[src/rtl/brt_usb_ss_link_channel.sv]
// SuperSpeed link channel model: per-direction, per-lane sampled delay lines,
// electrical-idle detection on the receive outputs, and registered termination
// paths. Define BRT_USB_SS_LINK_ERR_INJ_EN to build lane-0 bit-error injection
// (p/m swap). Without it, samples always pass unmodified and err_cnt is 0.
module brt_usb_ss_link_channel #(
  parameter int NUM_LANES = 1,
  parameter int MAX_DELAY = 16,
  parameter int DLY_W     = $clog2(MAX_DELAY),
  parameter int IDLE_CYC  = 8
) (
  input  logic                 clk,
  input  logic                 rst_n,
  input  logic [NUM_LANES-1:0] sstxp_host,
  input  logic [NUM_LANES-1:0] sstxm_host,
  output logic [NUM_LANES-1:0] ssrxp_device,
  output logic [NUM_LANES-1:0] ssrxm_device,
  input  logic [NUM_LANES-1:0] sstxp_device,
  input  logic [NUM_LANES-1:0] sstxm_device,
  output logic [NUM_LANES-1:0] ssrxp_host,
  output logic [NUM_LANES-1:0] ssrxm_host,
  input  logic                 vip_ss_termination_host,
  output logic                 dut_ss_termination_device,
  input  logic                 vip_ss_termination_device,
  output logic                 dut_ss_termination_host,
  input  logic [DLY_W-1:0]     dly_h2d,
  input  logic [DLY_W-1:0]     dly_d2h,
  output logic                 eidle_h2d,
  output logic                 eidle_d2h,
  input  logic                 err_inj_en,
  input  logic                 err_dir,
  input  logic [15:0]          err_period,
  output logic [15:0]          err_cnt
);

  localparam logic [7:0] IDLE_MAX = 8'(IDLE_CYC);

  // Direction index 0 = host->device, 1 = device->host.
  logic [NUM_LANES-1:0]                  tx_p   [2];
  logic [NUM_LANES-1:0]                  tx_m   [2];
  logic [NUM_LANES-1:0]                  in_p   [2];
  logic [NUM_LANES-1:0]                  in_m   [2];
  logic [MAX_DELAY-1:0][NUM_LANES-1:0]   tap_p  [2];
  logic [MAX_DELAY-1:0][NUM_LANES-1:0]   tap_m  [2];
  logic [MAX_DELAY-2:0][NUM_LANES-1:0]   line_p [2];
  logic [MAX_DELAY-2:0][NUM_LANES-1:0]   line_m [2];
  logic [NUM_LANES-1:0]                  rx_p   [2];
  logic [NUM_LANES-1:0]                  rx_m   [2];
  logic [DLY_W-1:0]                      dly    [2];
  logic [7:0]                            idle_cnt [2];
  logic [1:0]                            swap;

`ifdef BRT_USB_SS_LINK_ERR_INJ_EN
  logic [15:0] phase;
  logic        dir_q;
  logic        sel_act;
  logic        inj_active;
  logic        inj_hit;

  // Decide whether the lane-0 sample entering the selected line is swapped.
  always_comb begin
    sel_act    = err_dir ? (sstxp_device[0] != sstxm_device[0])
                         : (sstxp_host[0]   != sstxm_host[0]);
    inj_active = err_inj_en && (err_period != '0) && (err_dir == dir_q);
    inj_hit    = inj_active && sel_act && (phase == err_period - 16'd1);
    swap          = '0;
    swap[err_dir] = inj_hit;
  end

  // Phase counter over active lane-0 samples, plus saturating error count.
  always_ff @(posedge clk or negedge rst_n) begin
    if (!rst_n) begin
      phase   <= '0;
      dir_q   <= 1'b0;
      err_cnt <= '0;
    end else begin
      dir_q <= err_dir;
      // inj_active is low on disable, zero period, or a direction change.
      if (!inj_active)  phase <= '0;
      else if (inj_hit) phase <= '0;
      else if (sel_act) phase <= phase + 16'd1;
      if (inj_hit && (err_cnt != '1)) err_cnt <= err_cnt + 16'd1;
    end
  end
`else
  logic unused_inj;

  assign unused_inj = ^{err_inj_en, err_dir, err_period};
  assign swap       = '0;
  assign err_cnt    = '0;
`endif

  // Gather per-direction inputs, apply swap, build the tap vector (tap 0 = live input).
  always_comb begin
    tx_p[0] = sstxp_host;
    tx_m[0] = sstxm_host;
    tx_p[1] = sstxp_device;
    tx_m[1] = sstxm_device;
    dly[0]  = dly_h2d;
    dly[1]  = dly_d2h;
    for (int unsigned d = 0; d < 2; d++) begin
      in_p[d] = tx_p[d];
      in_m[d] = tx_m[d];
      if (swap[d]) begin
        in_p[d][0] = tx_m[d][0];
        in_m[d][0] = tx_p[d][0];
      end
      tap_p[d] = {line_p[d], in_p[d]};
      tap_m[d] = {line_m[d], in_m[d]};
    end
  end

  // Delay lines, registered tap select and electrical-idle run counters.
  always_ff @(posedge clk or negedge rst_n) begin
    if (!rst_n) begin
      for (int unsigned d = 0; d < 2; d++) begin
        line_p[d]   <= '0;
        line_m[d]   <= '0;
        rx_p[d]     <= '0;
        rx_m[d]     <= '0;
        idle_cnt[d] <= IDLE_MAX;
      end
    end else begin
      for (int unsigned d = 0; d < 2; d++) begin
        line_p[d] <= tap_p[d][MAX_DELAY-2:0];
        line_m[d] <= tap_m[d][MAX_DELAY-2:0];
        rx_p[d]   <= tap_p[d][dly[d]];
        rx_m[d]   <= tap_m[d][dly[d]];
        if (rx_p[d] != rx_m[d])         idle_cnt[d] <= '0;
        else if (idle_cnt[d] != IDLE_MAX) idle_cnt[d] <= idle_cnt[d] + 8'd1;
      end
    end
  end

  // Termination presence crosses through one flop each way.
  always_ff @(posedge clk or negedge rst_n) begin
    if (!rst_n) begin
      dut_ss_termination_device <= 1'b0;
      dut_ss_termination_host   <= 1'b0;
    end else begin
      dut_ss_termination_device <= vip_ss_termination_host;
      dut_ss_termination_host   <= vip_ss_termination_device;
    end
  end

  assign ssrxp_device = rx_p[0];
  assign ssrxm_device = rx_m[0];
  assign ssrxp_host   = rx_p[1];
  assign ssrxm_host   = rx_m[1];
  assign eidle_h2d    = (idle_cnt[0] == IDLE_MAX);
  assign eidle_d2h    = (idle_cnt[1] == IDLE_MAX);

endmodule

[config.mk]
export PLATFORM = sky130hd
export DESIGN_NAME = brt_usb_ss_link_channel
export DESIGN_NICKNAME = d
export VERILOG_FILES = /design/src/rtl/brt_usb_ss_link_channel.sv
export SDC_FILE = /design/constraint.sdc
export NUM_CORES = 1
export LEC_CHECK = 0
export ABC_CLOCK_PERIOD_IN_PS = 1890
export CORE_UTILIZATION = 47
export DETAILED_ROUTE_END_ITERATION = 10
export GPL_ROUTABILITY_DRIVEN = 0
export PLACE_DENSITY = 0.86
export SYNTH_ARGS = -nofsm -noshare
export SYNTH_HDL_FRONTEND = slang
export SYNTH_SLANG_ARGS = --single-unit
[constraint.sdc]
create_clock -name clk -period 1.89 [get_ports clk]
set_clock_uncertainty 0.15 [all_clocks]
set_input_delay 0.567 -clock clk [delete_from_list [all_inputs] [get_ports clk]]
set_output_delay 0.567 -clock clk [all_outputs]
set_load 0.01 [all_outputs]
==> results by group, run 1 <==
STA
  • Post-route setup TNS: -717.2 ps
  • Final worst setup slack: -469.7 ps
  • Max-slew violation total from the final report: 0
  • RSZ-0062 raised after global routing: yes
  • Post-route clock period utilization: 1.249
  • Clock period minus worst slack: approximately 2400 ps
  • Finish-stage setup viols: 2
  • Count of endpoints failing hold in the final timing report: 0
  • Maximum achievable frequency: 0.4238 GHz

Route
  • Total wirelength of the detailed-routed design: 5827 um
  • Number of DRC violations after detailed routing: 15
  • Detailed-routing iteration count for the pre-antenna-repair pass: 7
  • Detailed router's first-iteration violation count: 119
  • Number of vias per cell: about 5.4
  • Vias after detailed routing: roughly 2,000
  • Final ANT Viol Nets: 0
  • Average routed wire per standard cell: 15.62 um

Synth
  • Library cell with the largest summed area after synthesis: sky130_fd_sc_hd__dfrtp_1
  • Top_reg_cell synth: sky130_fd_sc_hd__dfrtp_1
  • Cell types with the largest area share after synthesis: sky130_fd_sc_hd__dfrtp_1 63%, sky130_fd_sc_hd__mux4_1 6.6%, sky130_fd_sc_hd__mux4_2 5.6%, sky130_fd_sc_hd__buf_4 3.8%, sky130_fd_sc_hd__nand3_1 2.7%
  • Synth async-reset ratio: 1.000
  • Netlist area before placement: 3191 um2
  • Number of distinct library cells after synthesis: 34
  • Total of warnings raised by yosys: 0
  • Portion of synthesized cell area occupied by the leading cell type: 0.6275
  • Cell with the most instances after synthesis: sky130_fd_sc_hd__dfrtp_1
  • Most numerous cell types in the synthesized netlist: 80 x sky130_fd_sc_hd__dfrtp_1, 17 x sky130_fd_sc_hd__nand3_1, 16 x sky130_fd_sc_hd__buf_4
  • Share of synthesized area occupied by flip-flops and latches: 0.6439
  • Mapped Cells: 219
  • Register bit total from synthesis: 82
  • Number of enable-type register cells in the synthesized netlist: 0
  • Post-Synthesis Mean Instance Area: 14.57 um2

Die
  • DIE HEIGHT: 84.39 um
  • Standard-cell row count: 29
  • Number of top-level pins: 58
  • Area inside the core boundary: 6459 um2
  • Die footprint: 7122 um2
  • Initial cell density of the core: 0.4940
  • Horizontal die dimension: about 84 um

Setup path
  • Delay contributed by the slowest stage of the critical path: approximately 480 ps
  • Critical path endpoint category: output pin
  • Required @ worst endpoint: 1170 ps
  • Worst r2r path cells: 7
  • Chain of cells forming the critical path: inv_2 > ha_4 > or4b_4 > nor2_4 > buf_6
  • Cell with the largest stage delay on the worst path: sky130_fd_sc_hd__or4b_4
  • Worst EP arrival: 1640 ps
  • Capturing point of the worst reg2reg path: idle_cnt[8]$_DFFE_PN0P_
  • Internal reg-to-reg setup slack: 60 ps
  • Setup crit start kind: register
  • Worst Path Class, Setup: reg -> out
  • Maximum fanout count along the critical path: 2
  • Worst r2r src: idle_cnt[8]$_DFFE_PN0P_

Clock network
  • Number of clock buffers inserted by TritonCTS: 9
  • Clock sink count: 82
  • TritonCTS clock tree: built
  • H-tree levels: 3
  • Root Buffer: sky130_fd_sc_hd__clkbuf_8
  • Maximum buffer depth of the clock tree: 2
  • Insertion delay to the later sink of the worst-skew pair: ~350 ps
  • Clock input transition at the sequential cells of the worst setup and hold paths: roughly 90 ps

Worst hold path
  • End of the worst hold path: line_p[28]$_DFF_PN0_
  • Number of instances on the worst hold path: 0
  • Hold/Removal Path Class: reg -> reg
  • Hold wc startpoint: line_p[27]$_DFF_PN0_

Cells and area
  • Count of antenna diodes in the layout: 0
  • Layout cells sized above 1: 0.3007
  • Fin util: 0.6269
  • Count of nets after finishing: 330
  • Layout overhead on the synthesized area: 26.90%
  • Fill cells: 448

Status
  • Failing checks: DRC, setup timing
  • Status: finished, violations left

Flow run
  • Maxcap violations: 0

Pwr
  • Leakage power figure: 0.001815 uW
  • Overall power after layout: 4005 uW
  • Total power per unit cell area: roughly 990 nW/um2
  • Worst IR Drop VDD: ~0.63 mV

Place
  • Post-DP HPWL: 3928 um
  • Count of input and output buffers: 23

Global route
  • Global-route wire length before repair: 9853 um
  • GRT Resource Usage Total: 0.1865
  • Pin count of the biggest net entering global routing: 30
  • Number of global-route vias before repair: 2,092
  • Number of antenna violations at the first check in global routing: 0
  • Grt total ovfl: 0
critical path, delay by kind of cell (launching register included):
family                   cells  cell delay (ps)
AND/OR/NAND/NOR              2              600
buffers and inverters        2              190
adder cells (fa/ha/maj)      1              120
flip-flops                   1              390
worst max-delay path by stage:
stage / slack [ps] / cells after the start / endpoint / startpoint
5_1_grt: -560 / 5 / eidle_h2d / idle_cnt[8]$_DFFE_PN0P_
3_3_place_gp: -510 / 5 / eidle_h2d / idle_cnt[8]$_DFFE_PN0P_
4_1_cts: -490 / 5 / eidle_h2d / idle_cnt[8]$_DFFE_PN0P_
3_5_place_dp: -540 / 5 / eidle_h2d / idle_cnt[8]$_DFFE_PN0P_
2_1_floorplan: -50 / 4 / eidle_h2d / idle_cnt[8]$_DFFE_PN0P_
6_report: -470 / 5 / eidle_h2d / idle_cnt[8]$_DFFE_PN0P_
power by group:
part	leakage, uW	total [uW]	switching (uW)	internal (uW)
registers	0.000982	1950	67.5	1880
logic	0.000737	839	399	440
clock network	0.0000963	1220	616	602
state kept, by name, indices dropped and copies added, names as in the netlist:
signal / cells
dut_ss_termination_host: 1
ssrxm_device: 1
line_p: 30
ssrxp_device: 1
idle_cnt: 16
ssrxp_host: 1
line_m: 30
dut_ss_termination_device: 1
ssrxm_host: 1
per-layer routing:
metal  track usage  vias to the layer above  wire length, um
met5             0                        -                0
met2        0.3025                       66             2958
li1              -                      907                -
met1        0.2211                     1025             2416
met4        0.1325                        0              252
met3       0.04425                       18              199
kinds of logic (layout without fill, tap and decap cells):
kind of cell / after synthesis / after routing / synth area share
other: 1 / 16 / 0.001175
flip-flops: 82 / 82 / 0.6439
buffers and inverters: 26 / 88 / 0.05451
adder cells (fa/ha/maj): 4 / 4 / 0.01569
AO/OA/AOI/OAI: 24 / 24 / 0.04157
XOR/XNOR: 7 / 7 / 0.01922
AND/OR/NAND/NOR: 59 / 59 / 0.1016
multiplexers: 16 / 16 / 0.1224
per-stage QoR:
step	instance area (um2)	cells	setup WS [ps]	hold slack (ps)
after floorplan	3258	234	-51.51	121.4
after global placement	3735	349	-512.8	201.8
after detailed placement	3735	349	-539.0	201.3
after CTS	4059	375	-494.8	216.1
after global routing	4049	373	-557.3	227.6
final	4049	373	-469.7	214.0
cell type report:
| class | count | area [um2] | share of cell area |
|---|---|---|---|
| Multi-Input combinational cell | 126 | 1091 | 0.2695 |
| Tap cell | 77 | 96.34 | 0.02379 |
| Timing Repair Buffer | 68 | 606.8 | 0.1499 |
| Sequential cell | 82 | 2054 | 0.5074 |
| Clock buffer | 10 | 127.6 | 0.03152 |
| Clock inverter | 5 | 53.80 | 0.01329 |
| Inverter | 5 | 18.77 | 0.004635 |
placed cells by master (no fill, tap or decap), types with 3 or more instances in the layout:
master and n:
sky130_fd_sc_hd__mux4_2 8, sky130_fd_sc_hd__buf_4 38, sky130_fd_sc_hd__clkbuf_8 9, sky130_fd_sc_hd__nand3_1 17
sky130_fd_sc_hd__dlygate4sd2_1 8, sky130_fd_sc_hd__mux4_1 8, sky130_fd_sc_hd__a21oi_1 10, sky130_fd_sc_hd__nor2_1 6
sky130_fd_sc_hd__o21ai_0 5, sky130_fd_sc_hd__inv_2 3, sky130_fd_sc_hd__xor2_1 6, sky130_fd_sc_hd__nor3_1 4
sky130_fd_sc_hd__or3_1 5, sky130_fd_sc_hd__clkdlybuf4s50_1 12, sky130_fd_sc_hd__nor2b_1 4, sky130_fd_sc_hd__buf_6 5
sky130_fd_sc_hd__buf_12 3, sky130_fd_sc_hd__clkinv_2 3, sky130_fd_sc_hd__nand2_1 7, sky130_fd_sc_hd__conb_1 16
sky130_fd_sc_hd__dfrtp_1 80
repair_timing:
item	CTS	global route
resized for setup	39	4
hold buffers	1	0
pin swaps	8	3
setup buffers	10	1
hold endpoints to repair	24	0
endpoints found under the setup margin	12	7
(Power assumes the default switching activity.)
==> run 2: changes to the inputs <==
- CORE_MARGIN: not set -> 3
==> run 2 against run 1 <==
  * Largest power group unchanged
  * Global-route usage down 2.1 points
  * Worst hold slack improved by 4.8 ps
  * Cell count decreased by 1.1%
  * Sequential power barely moved
  * Largest cell class unchanged
  * Non-clock buffer count down 5
  * Clock-buffer cell count is the same
  * The run ends with setup timing left
  * Wire length shrank 3.2%
  * Power up 0.78%
  * Clock power grew 7%
  * Combinational power fell by 7.3%
  * First-iteration DRC count shrank 20%
  * Fmax fell by 0.18%
==> results by group, run 2 (same netlist as run 1, synthesis figures left out) <==
STA
  • Worst-case headroom to the max-slew limit: 0.5768
  • Max-slew violation total from the final report: 0 (unchanged)
  • RSZ-0062 raised after global routing: yes
  • Post-route setup TNS: -693.1 ps (+24.04 ps)
  • Final worst setup slack: -473.9 ps (-4.269 ps)
  • Count of endpoints failing hold in the final timing report: 0 (unchanged)
  • Finish-stage setup viols: 2 (unchanged)
  • Worst-margin pin slew: 632.7 ps
  • Maximum achievable frequency: 0.4230 GHz (-0.18%)
  • Post-route clock period utilization: 1.251 (+0.002259)
  • Clock period minus worst slack: 2364 ps (+4.269 ps)

Global route
  • Grt total ovfl: 0 (unchanged)
  • Global-route wire length before repair: 9632 um (-2.2%)
  • Number of global-route vias before repair: 2,122 (+1.4%)
  • Pin count of the biggest net entering global routing: 37 (+23%)
  • Number of antenna violations at the first check in global routing: 0 (unchanged)
  • GRT Resource Usage Total: 0.1655 (-0.02097)

Pwr
  • Leakage power figure: 0.001779 uW (-2.0%)
  • Total power per unit cell area: 1014 nW/um2 (+2.5%)
  • Net switching power of the design: 1086 uW (+0.33%)
  • Proportion of power drawn by flip-flops and latches: 0.484 (-0.002)
  • Clock share of power: 0.324 (+0.020)
  • Sw Share: 0.2691 (-0.001206)
  • Worst IR Drop VDD: 0.7199 mV (+14%)
  • Relative contribution of combinational cells to total power: 0.193 (-0.017)
  • Internal power: 2950 uW (+0.95%)

Die
  • Initial cell density of the core: 0.4940 (unchanged)
  • Die footprint: 7813 um2 (+9.7%)
  • Number of top-level pins: 58 (unchanged)
  • Horizontal die dimension: 88.39 um (+4.7%)
  • Standard-cell row count: 29 (unchanged)
  • DIE HEIGHT: 88.39 um (+4.7%)
  • Area inside the core boundary: 6459 um2 (unchanged)

Place
  • Dpl ws: -576.4 ps (-37.41 ps)
  • Number of placed instances with taps included: 346 (-0.86%)
  • Count of input and output buffers: 23 (unchanged)
  • Area after detailed placement: 3700 um2 (-0.94%)
  • Post-DP HPWL: 4046 um (+3.0%)

Clock network
  • Insertion delay to the later sink of the worst-skew pair: 360 ps (about the same)
  • TritonCTS clock tree: built
  • Root Buffer: sky130_fd_sc_hd__clkbuf_8
  • Clock sink count: 82 (unchanged)
  • Number of clock buffers inserted by TritonCTS: 9 (unchanged)
  • Clock input transition at the sequential cells of the worst setup and hold paths: 80 ps (about the same)
  • H-tree levels: 3 (unchanged)
  • Maximum buffer depth of the clock tree: 2 (unchanged)

Route
  • Total length of routed met3 wires: 290 um (+46%)
  • Detailed router's first-iteration violation count: 95 (-20%)
  • Vias after detailed routing: 1,964 (-2.6%)
  • Average routed wire per standard cell: 15.29 um (-2.1%)
  • DR WL met2: 2893 um (-2.2%)
  • Number of DRC violations after detailed routing: 0 (-15)
  • M1 wire length: 2353 um (-2.6%)
  • Total wirelength of the detailed-routed design: 5642 um (-3.2%)
  • Detailed-routing iteration count for the pre-antenna-repair pass: 4 (-3)
  • Number of vias per cell: 5.322 (-1.5%)
  • Final ANT Viol Nets: 0 (unchanged)
  • Max Used Layer: met4

Setup path
  • Worst Path Class, Setup: reg -> out
  • Critical path endpoint category: output pin
  • Worst EP arrival: 1650 ps (about the same)
  • Crit path from: idle_cnt[8]$_DFFE_PN0P_
  • Worst r2r src: idle_cnt[8]$_DFFE_PN0P_
  • Required @ worst endpoint: 1170 ps (about the same)
  • Maximum fanout count along the critical path: 2 (unchanged)
  • Setup crit start kind: register

Cells and area
  • Layout overhead on the synthesized area: 24.78%
  • Fin util: 0.6164 (-0.01046)
  • Fill cells: 475 (+6.0%)
  • Final non-filler cell area: 3981 um2 (-1.7%)
  • Count of nets after finishing: 325 (-1.5%)
  • Layout cells sized above 1: 0.2740 (-0.02670)
  • Most frequent cells in the layout: 80 x sky130_fd_sc_hd__dfrtp_1, 37 x sky130_fd_sc_hd__buf_4, 17 x sky130_fd_sc_hd__nand3_1
  • Number of cells in the finished layout apart from fillers: 369 (-1.1%)
  • Most frequent standard cell in the layout excluding fill and tap cells: sky130_fd_sc_hd__dfrtp_1
  • Regs by FF count: line_m: 30 flops, line_p: 30 flops, idle_cnt: 16 flops
  • Count of antenna diodes in the layout: 0 (unchanged)

Worst hold path
  • Hold wc startpoint: line_p[28]$_DFF_PN0_
  • Hold/Removal Path Class: reg -> reg

Flow run
  • Maxcap violations: 0 (unchanged)

Status
  • Status: finished, violations left
  • Failing checks: setup timing
==> run 2: cell types whose count changed in the layout (fill, tap and decap cells not counted), moves of 2 or more <==
cell                       delta
sky130_fd_sc_hd__buf_6        -3
sky130_fd_sc_hd__clkinv_2     -3
sky130_fd_sc_hd__o21ai_0      +3
sky130_fd_sc_hd__clkinv_4     +2
sky130_fd_sc_hd__nor3_1       +2
sky130_fd_sc_hd__nor3_2       -2
==> run 2: layout make-up <==
type                       instances  area (um2)  share of cell area
clock buffer                      10       137.6             0.03457
tap                               77       96.34             0.02420
clock inverter                     6       72.57             0.01823
timing repair buffer              63       545.5              0.1370
inverter                           5       18.77            0.004714
multi-input combinational        126        1056              0.2652
sequential                        82        2054              0.5160
==> run 2: repair_timing <==
action	4_1_cts	5_1_grt
resized for setup	27	1
endpoints found under the setup margin	12	2
hold buffers	1	0
pin swaps	6	3
setup buffers	3	3
endpoints found under the hold margin	22	0
==> run 2: worst paths after layout <==
path                                             to  slack (ps)  depth (start not counted)
setup / recovery                          eidle_h2d        -470                          5
hold / removal                 line_p[29]$_DFF_PN0_         220                          0
setup reg to reg            idle_cnt[9]$_DFFE_PN0P_         140                          6
hold reg to reg                line_p[29]$_DFF_PN0_         220                          0
max in group asynchronous  idle_cnt[11]$_DFFE_PN1P_         590                          3
min in group asynchronous      line_p[17]$_DFF_PN0_         490                          2
==> run 2: critical path, stage by stage (launching register included) <==
cell and delay, ps:
sky130_fd_sc_hd__dfrtp_1 400, sky130_fd_sc_hd__inv_2 80, sky130_fd_sc_hd__ha_4 120, sky130_fd_sc_hd__or4b_4 470, sky130_fd_sc_hd__nor2_4 110, sky130_fd_sc_hd__buf_6 100
==> run 2: stage by stage <==
| stage | hold WS, ps | power, uW |
|---|---|---|
| after floorplan | 121.4 | 2342 |
| after global placement | 201.1 | 2616 |
| after detailed placement | 203.1 | 2665 |
| after CTS | 222.1 | 4035 |
| after global routing | 228.5 | 4242 |
| final | 218.9 | 4036 |
==> run 2: power by group through the flow <==
stage	clock network [uW]	logic (uW)	registers (uW)
2_1_floorplan	0	347	2000
3_3_place_gp	0	647	1970
3_5_place_dp	0	684	1980
4_1_cts	1340	746	1950
5_1_grt	1410	865	1960
6_report	1310	778	1950
==> run 2: metal layers <==
layer / track usage / vias to the layer above
met4: 0.06044 / 0
met5: 0 / -
met2: 0.2767 / 64
met1: 0.1999 / 989
met3: 0.05773 / 11
li1: - / 900
